## config.mk

```make
export PLATFORM = sky130hd
export DESIGN_NAME = servo_pwm_frame_gen
export DESIGN_NICKNAME = d
export VERILOG_FILES = /design/src/rtl/servo_pwm_frame_gen.sv
export SDC_FILE = /design/constraint.sdc
export NUM_CORES = 1
export LEC_CHECK = 0
export CAP_MARGIN = 10
export CORE_ASPECT_RATIO = 2
export CORE_MARGIN = 2
export CORE_UTILIZATION = 44
export CTS_CLUSTER_DIAMETER = 60
export DETAILED_ROUTE_END_ITERATION = 6
export PLACE_DENSITY_LB_ADDON = 0.25
export RECOVER_POWER = 50
export SLEW_MARGIN = 0
export SYNTH_ARGS = -nofsm -noshare
export SYNTH_HDL_FRONTEND = slang
export SYNTH_SLANG_ARGS = --single-unit
```

## constraint.sdc

```tcl
create_clock -name clock_clk -period 14 [get_ports clock_clk]
set_input_delay 1.4 -clock clock_clk [delete_from_list [all_inputs] [get_ports clock_clk]]
set_output_delay 1.4 -clock clock_clk [all_outputs]
set_load 0.1 [all_outputs]
```

## src/rtl/servo_pwm_frame_gen.sv

```systemverilog
// Frame-based servo PWM: clamps the position command to the legal pulse range and slew-limits width changes.
// Commands are sampled only in the last cycle of a frame and take effect in the next frame, so a pulse is never cut or stretched.
module servo_pwm_frame_gen #(
  parameter int unsigned FRAME_CYCLES = 1000000,
  parameter int unsigned MIN_PULSE    = 50000,
  parameter int unsigned MAX_PULSE    = 100000,
  parameter int unsigned STEP         = 2500
) (
  input  logic        clock_clk,
  input  logic        reset_low,
  input  logic [31:0] pos_cmd,
  output logic        pwm_out,
  output logic        frame_start,
  output logic [31:0] active_width,
  output logic        at_target
);

  localparam logic [31:0] C_LAST = 32'(FRAME_CYCLES - 1);
  localparam logic [31:0] C_MIN  = 32'(MIN_PULSE);
  localparam logic [31:0] C_MAX  = 32'(MAX_PULSE);
  localparam logic [31:0] C_STEP = 32'(STEP);

  logic [31:0] r_cnt;
  logic [31:0] r_width;
  logic        r_pwm;
  logic        r_frame_start;
  logic        r_at_target;

  logic        w_last;
  logic [31:0] w_cnt_nxt;
  logic [31:0] w_tgt;
  logic [31:0] w_width_nxt;

  assign w_last    = (r_cnt == C_LAST);
  assign w_cnt_nxt = w_last ? 32'd0 : r_cnt + 32'd1;

  always_comb begin
    w_tgt = pos_cmd;
    if (pos_cmd != 32'd0 && pos_cmd < C_MIN) begin
      w_tgt = C_MIN;
    end else if (pos_cmd > C_MAX) begin
      w_tgt = C_MAX;
    end
  end

  // Disable and first enable bypass the slew limit; otherwise step toward the target without overshoot.
  always_comb begin
    w_width_nxt = w_tgt;
    if (pos_cmd == 32'd0) begin
      w_width_nxt = 32'd0;
    end else if (r_width == 32'd0 || C_STEP == 32'd0) begin
      w_width_nxt = w_tgt;
    end else if (w_tgt > r_width) begin
      if ((w_tgt - r_width) > C_STEP) begin
        w_width_nxt = r_width + C_STEP;
      end
    end else if ((r_width - w_tgt) > C_STEP) begin
      w_width_nxt = r_width - C_STEP;
    end
  end

  // Outputs are computed from the next count so pwm_out is a plain flop aligned with the count it reflects.
  always_ff @(posedge clock_clk or negedge reset_low) begin
    if (!reset_low) begin
      r_cnt         <= 32'd0;
      r_width       <= 32'd0;
      r_pwm         <= 1'b0;
      r_frame_start <= 1'b0;
      r_at_target   <= 1'b0;
    end else begin
      r_cnt         <= w_cnt_nxt;
      r_frame_start <= w_last;
      if (w_last) begin
        r_width     <= w_width_nxt;
        r_at_target <= (w_width_nxt == w_tgt);
        r_pwm       <= (w_width_nxt != 32'd0);
      end else begin
        r_pwm       <= (w_cnt_nxt < r_width);
      end
    end
  end

  assign pwm_out      = r_pwm;
  assign frame_start  = r_frame_start;
  assign active_width = r_width;
  assign at_target    = r_at_target;

endmodule
```

======== Yosys cells after proc, flatten, opt, wreduce, memory -nomap -nowiden ========
Index checks and enable logic that the tools add are counted.
Widths: inputs -> output; s select.
operators by class
  mux-type cells .......................... 9
  equality and inequality tests ........... 2
  reduce and logical (&&, ||, !) cells .... 5
  add/sub/neg operators ................... 5
  order comparisons ....................... 6
operators by type and width
  cell                    count
  $mux 32                 8
  $gt 32x12->1 const B    2
  $logic_not 32->1        2
  $reduce_bool 32->1      2
  $sub 32x32->32          2
  $add 32x1->32 const B   1
  $add 32x12->32 const B  1
  $eq 32x20->1 const B    1
  $eq 32x32->1            1
  $gt 32x17->1 const B    1
  $gt 32x32->1            1
  $lt 32x16->1 const B    1
  $lt 32x32->1            1
  $sub 32x12->32 const B  1
  $logic_and 1x1->1       1
  $mux 1                  1
storage, ports and cells
  logic and storage cells ................. 32
  flip-flop bits (word level) ............. 67

======== Depth between registers and ports, before layout ========
  depth in word-level cells ............... 11
  gate-level depth with buffers ........... 26

======== Least setup slack after synthesis ========
No wires, ideal clock.
  kind .................................... input to register
  from .................................... input port pos_cmd[0]
  to ...................................... register r_pwm, in the netlist pwm_out
  arrival ................................. 6994 ps
  stages on the path ...................... 23
  slack ................................... 6877 ps
  buffers on the path ..................... 1
  cell sequence ........................... or3_1 > nor4_4 > a221oi_4 > buf_6 > nor4_1 > nand2_1 > inv_1 > ha_1 > nor2b_1 > o211ai_2 > a211oi_1 > o31ai_2 > a21oi_1 > or4_1 > a2111oi_2 > nand4_1 > o21ai_2 > nor2_1 > a221o_1 > a2111oi_4 > o2111ai_1 > nor4_2 > a21oi_1
on the way
  word-level cells in the longest chain between the ends .. 11
  elaborated cells between the ends (all ways) .. 19
  classes of those cells .................. add/sub (2); order compare (5); mux (8); reduce/logical (4)
RTL lines
  item                                                 line    text
  start: declaration                                   11      input logic [31:0] pos_cmd,
  $gt 32x17->1, or another cell as far along           41      end else if (pos_cmd > C_MAX) begin
  $mux 32 / $logic_and 1x1->1 (equally long branches)  41, 39
  $mux 32                                              39      if (pos_cmd != 32'd0 && pos_cmd < C_MIN) begin
  $sub 32x32->32 (on tied branches)                    57, 54
  $gt 32x12->1 (on tied branches)                      57, 54
  $mux 32 (on tied branches)                           57, 54
  $mux 32                                              53      end else if (w_tgt > r_width) begin
  $mux 32                                              51      end else if (r_width == 32'd0 || C_STEP == 32'd0) begin
  $mux 32 (*)                                          49      if (pos_cmd == 32'd0) begin
  $reduce_bool 32->1 (*)                               76      r_pwm <= (w_width_nxt != 32'd0);
  $mux 1 (*)                                           73      if (w_last) begin
  end signal: assignment                               76
  end signal: assignment                               78      r_pwm <= (w_cnt_nxt < r_width);
  end: declaration                                     25      logic r_pwm;
Mark *: on every way between the ends. The rest lies on a longest branch, timed or not.
A chain may end at the register's enable or synchronous reset.

======== Final worst setup path ========
Same ends and word-level chain as after synthesis.

==> flow_summary_export.csv <==
group,metric,value,unit
synth,syn_avg_cell_area,7.35,sq um
worst_setup_path,timing.setup.critical_path_class,"input pin to flip-flop",
global_route,first_global_vias,12000,
clock_network,numClockSinks,67,
die,cell_row_count,81,
flow_run,timing.max_cap.violations,2,
die,die_width,115,microns
worst_setup_path,setup_slack_of_the_worst_register_to_register_path,6.93,ns
clock_network,clk_pin_slew,0.06,ns
synth,synth.distinct_cells,102,
timing,fin_setup_tns,0,ns
timing,max_slew.worst_pin.slew,3.83,ns
timing,timing.final.hold_violations,0,
worst_setup_path,start_kind,"input pin",
power,power,0.542,mW
timing,timing.max_slew.rel_slack,-155,%
synth,synth_top_cell_area_share,15.6,%
power,power.leakage,4.85,nW
timing,timing.final.max_slew_violations,103,
worst_setup_path,cp.required,14.21,ns
clock_network,cts.htree.levels,3,
worst_setup_path,crit_arrival,9.48,ns
worst_setup_path,worst-path-buf-inv,1,
worst_setup_path,cp_slowest_cell,"sky130_fd_sc_hd__nor3_1",
finish,nets,1648,
status,failed_checks,"max-capacitance violations, max-slew violations",
timing,rsz0062_at_grt,"false",
timing,setup_slack,4.72,ns
timing,setup_viol,0,
worst_setup_path,critical_path.endpoint_type,"flip-flop",
finish,layout.area.seq,1680,sq um
die,start_util,44.4,%
worst_setup_path,crit_fanout,14,
global_route,groute.usage.overall,36.6,%
clock_network,ctsResizeCount,0,
die,ioPinCount,69,
synth,ys_seq_elements,67,
synth,dominantRegCellSynth,"sky130_fd_sc_hd__dfrtp_1",
placement,place_congestion,1.04,
synth,synthesis.area,10800,sq um
synth,synthArstFlopShare,100,%
routing,detailed_routing_iteration_count_for_the_pre_antenna_repair_pass,7,
routing,wire_per_inst,26.5,microns
routing,drt_iter0_drcs,1219,
clock_network,cts_hold_buffers,0,
status,outcome,"complete, but fails checks",
worst_setup_path,cp_slowest_stage_delay,0.73,ns
finish,layout.filler_cells,2456,
worst_setup_path,crit_chain,"clkdlybuf4s50_1 > or3_1 > nor4_4 > a2111oi_0 > nor3_1 > a21oi_1 > ha_1 > and2_1 > a211oi_1 > a211oi_1 > o31ai_2 > a21oi_1 > or4_1 > a2111oi_2 > nand4_1 > o21ai_2 > nor2_1 > a221o_1 > a2111oi_4 > o2111ai_1 > nor4_2 > a21oi_1",
finish,post_route_cells_drive_above_1_share,6.18,%
finish,area_growth,12.0,%
clock_network,clock_insertion_delay_worst_skew,0.35,ns
timing,finalWorstPathRequiredPeriod,9.28,ns
worst_hold_path,hold_path_class,"flip-flop to flip-flop",
clock_network,post_cts_buffers,0,
die,die-area,25800,sq um
placement,number_of_port_buffers,68,
clock_network,tritoncts,"built",
synth,synth-edff-count,0,
power,power_density,45.0,nW/um^2
global_route,global_route.overflow_total,0,
timing,worst_hold_slack,0.501,ns
routing,drc,0,
global_route,global_route_wire_length_before_repair,71900,microns
timing,timing.fmax,108,MHz
synth,synthesis.instances,1464,
worst_setup_path,timing.critical_path.max_delay_family,"compound AO/OA/AOI/OAI gates",
finish,antenna-diode-count,0,
routing,finalWirelength,48100,microns
routing,antenna_violating_nets_post_route,0,
clock_network,cts-root-to-sink-buffers,2,
routing,detailroute.via_count,12400,
global_route,grt_start_max_net_pins,68,
clock_network,ctsRootBufferMaster,"sky130_fd_sc_hd__clkbuf_16",
placement,post_dp_hpwl,38200,microns
placement,preCtsSetupSlack,4.58,ns
timing,fin_crit_sh,66.3,%
finish,multi_input_comb_area,8610,sq um
routing,route.detailed.vias_per_inst,6.85,
global_route,initial_antenna_violation_count,0,
power,vdd.ir_drop.worst,0.0475,mV
synth,netlist_top_cells_area,"sky130_fd_sc_hd__dfrtp_1 16%, sky130_fd_sc_hd__ha_1 11%, sky130_fd_sc_hd__a21oi_1 6.1%",
synth,yosys.area.top_type,"sky130_fd_sc_hd__dfrtp_1",
worst_setup_path,cell_occurring_most_often_along_the_worst_timing_path,"sky130_fd_sc_hd__a21oi_1",
timing,skew,0.00951,ns
die,core_area,24200,sq um
synth,ys_seq_area_share,15.6,%
clock_network,numCtsBuffers,9,
synth,synthesis_warning_total,0,
die,die_h,225,microns
## where the power goes
group	leakage, nW	switching, mW	internal (mW)
combinational	3.91	0.0653	0.0356
sequential	0.802	0.000000253	0.194
clock	0.148	0.0926	0.155
## cell usage after synthesis, types with 30 or more instances
library cell,n
sky130_fd_sc_hd__dfrtp_1,67
sky130_fd_sc_hd__nor2_1,108
sky130_fd_sc_hd__nor3_1,50
sky130_fd_sc_hd__nand3_1,55
sky130_fd_sc_hd__clkbuf_1,49
sky130_fd_sc_hd__a21o_1,37
sky130_fd_sc_hd__a21oi_1,132
sky130_fd_sc_hd__nand2_1,120
sky130_fd_sc_hd__nand4_1,50
sky130_fd_sc_hd__xnor2_1,59
sky130_fd_sc_hd__xor2_1,30
sky130_fd_sc_hd__inv_1,73
sky130_fd_sc_hd__o21ai_0,102
sky130_fd_sc_hd__ha_1,95
## state kept, by name (all words and copies together), names as in the netlist
| register | flops |
|---|---|
| at_target | 1 |
| r_cnt | 32 |
| pwm_out | 1 |
| frame_start | 1 |
| active_width | 32 |
## worst min-delay path, stage by stage, from the launching register on
cell	delay, ns
sky130_fd_sc_hd__dfrtp_1	0.34
sky130_fd_sc_hd__nand2_1	0.05
sky130_fd_sc_hd__o21ai_1	0.07
## stage by stage
stage / cells / util [%] / cell area, sq um
after floorplan: 1491 / - / 10900
after global placement: 1797 / 48.5 / 11800
after detailed placement: 1797 / 48.5 / 11800
after CTS: 1812 / 49.8 / 12100
after global routing: 1812 / 49.8 / 12100
final: 1812 / 49.8 / 12100
## placed cells by master (no fill, tap or decap), drive strengths merged, types with 18 or more instances in the layout
master | netlist | final
inv | 73 | 74
xnor2 | 59 | 59
and2 | 18 | 18
o21ai | 113 | 113
nand3 | 56 | 56
clkdlybuf4s50 | 0 | 67
nor2 | 108 | 108
nor4 | 35 | 35
nor3 | 50 | 50
dfrtp | 67 | 67
nand4 | 51 | 51
conb | 2 | 29
ha | 95 | 95
xor2 | 30 | 30
nand2 | 120 | 120
a21oi | 136 | 136
a21o | 37 | 37
## cell families after synthesis
| logic type | count (synthesis) | share of synthesized area, % |
|---|---|---|
| AO/OA/AOI/OAI | 509 | 32.7 |
| XOR/XNOR | 89 | 7.24 |
| adder cells (fa/ha/maj) | 96 | 11.2 |
| buffers and inverters | 148 | 5.43 |
| flip-flops | 67 | 15.6 |
| multiplexers | 17 | 1.64 |
| other | 2 | 0.0698 |
| AND/OR/NAND/NOR | 536 | 26.2 |
## layout make-up
type	instances	area share, %
Clock buffer	9	1.87
Inverter	78	2.43
Sequential cell	67	13.9
Clock inverter	6	0.737
Multi-Input combinational cell	1276	71.4
Tap cell	290	3.01
Timing Repair Buffer	86	6.63
## final timing paths
kind,from,end,cells past startpoint
max in group asynchronous,reset_low,active_width[4]$_DFFE_PN0P_,2
worst min-delay path,at_target$_DFFE_PN0P_,at_target$_DFFE_PN0P_,2
worst max-delay path,pos_cmd[0],pwm_out$_DFF_PN0_,22
min in group asynchronous,reset_low,active_width[22]$_DFFE_PN0P_,2
worst max register to register,active_width[4]$_DFFE_PN0P_,pwm_out$_DFF_PN0_,17
worst min register to register,at_target$_DFFE_PN0P_,at_target$_DFFE_PN0P_,2
## layer usage
metal	vias up	part of all wire (%)	GRT usage, %
met1	5914	37	42.3
li1	5617	-	-
met5	-	0	0
met3	183	5.9	4.14
met2	691	49	61.9
met4	0	8.1	25.6
Note: power is estimated with default switching activity, not from simulation.
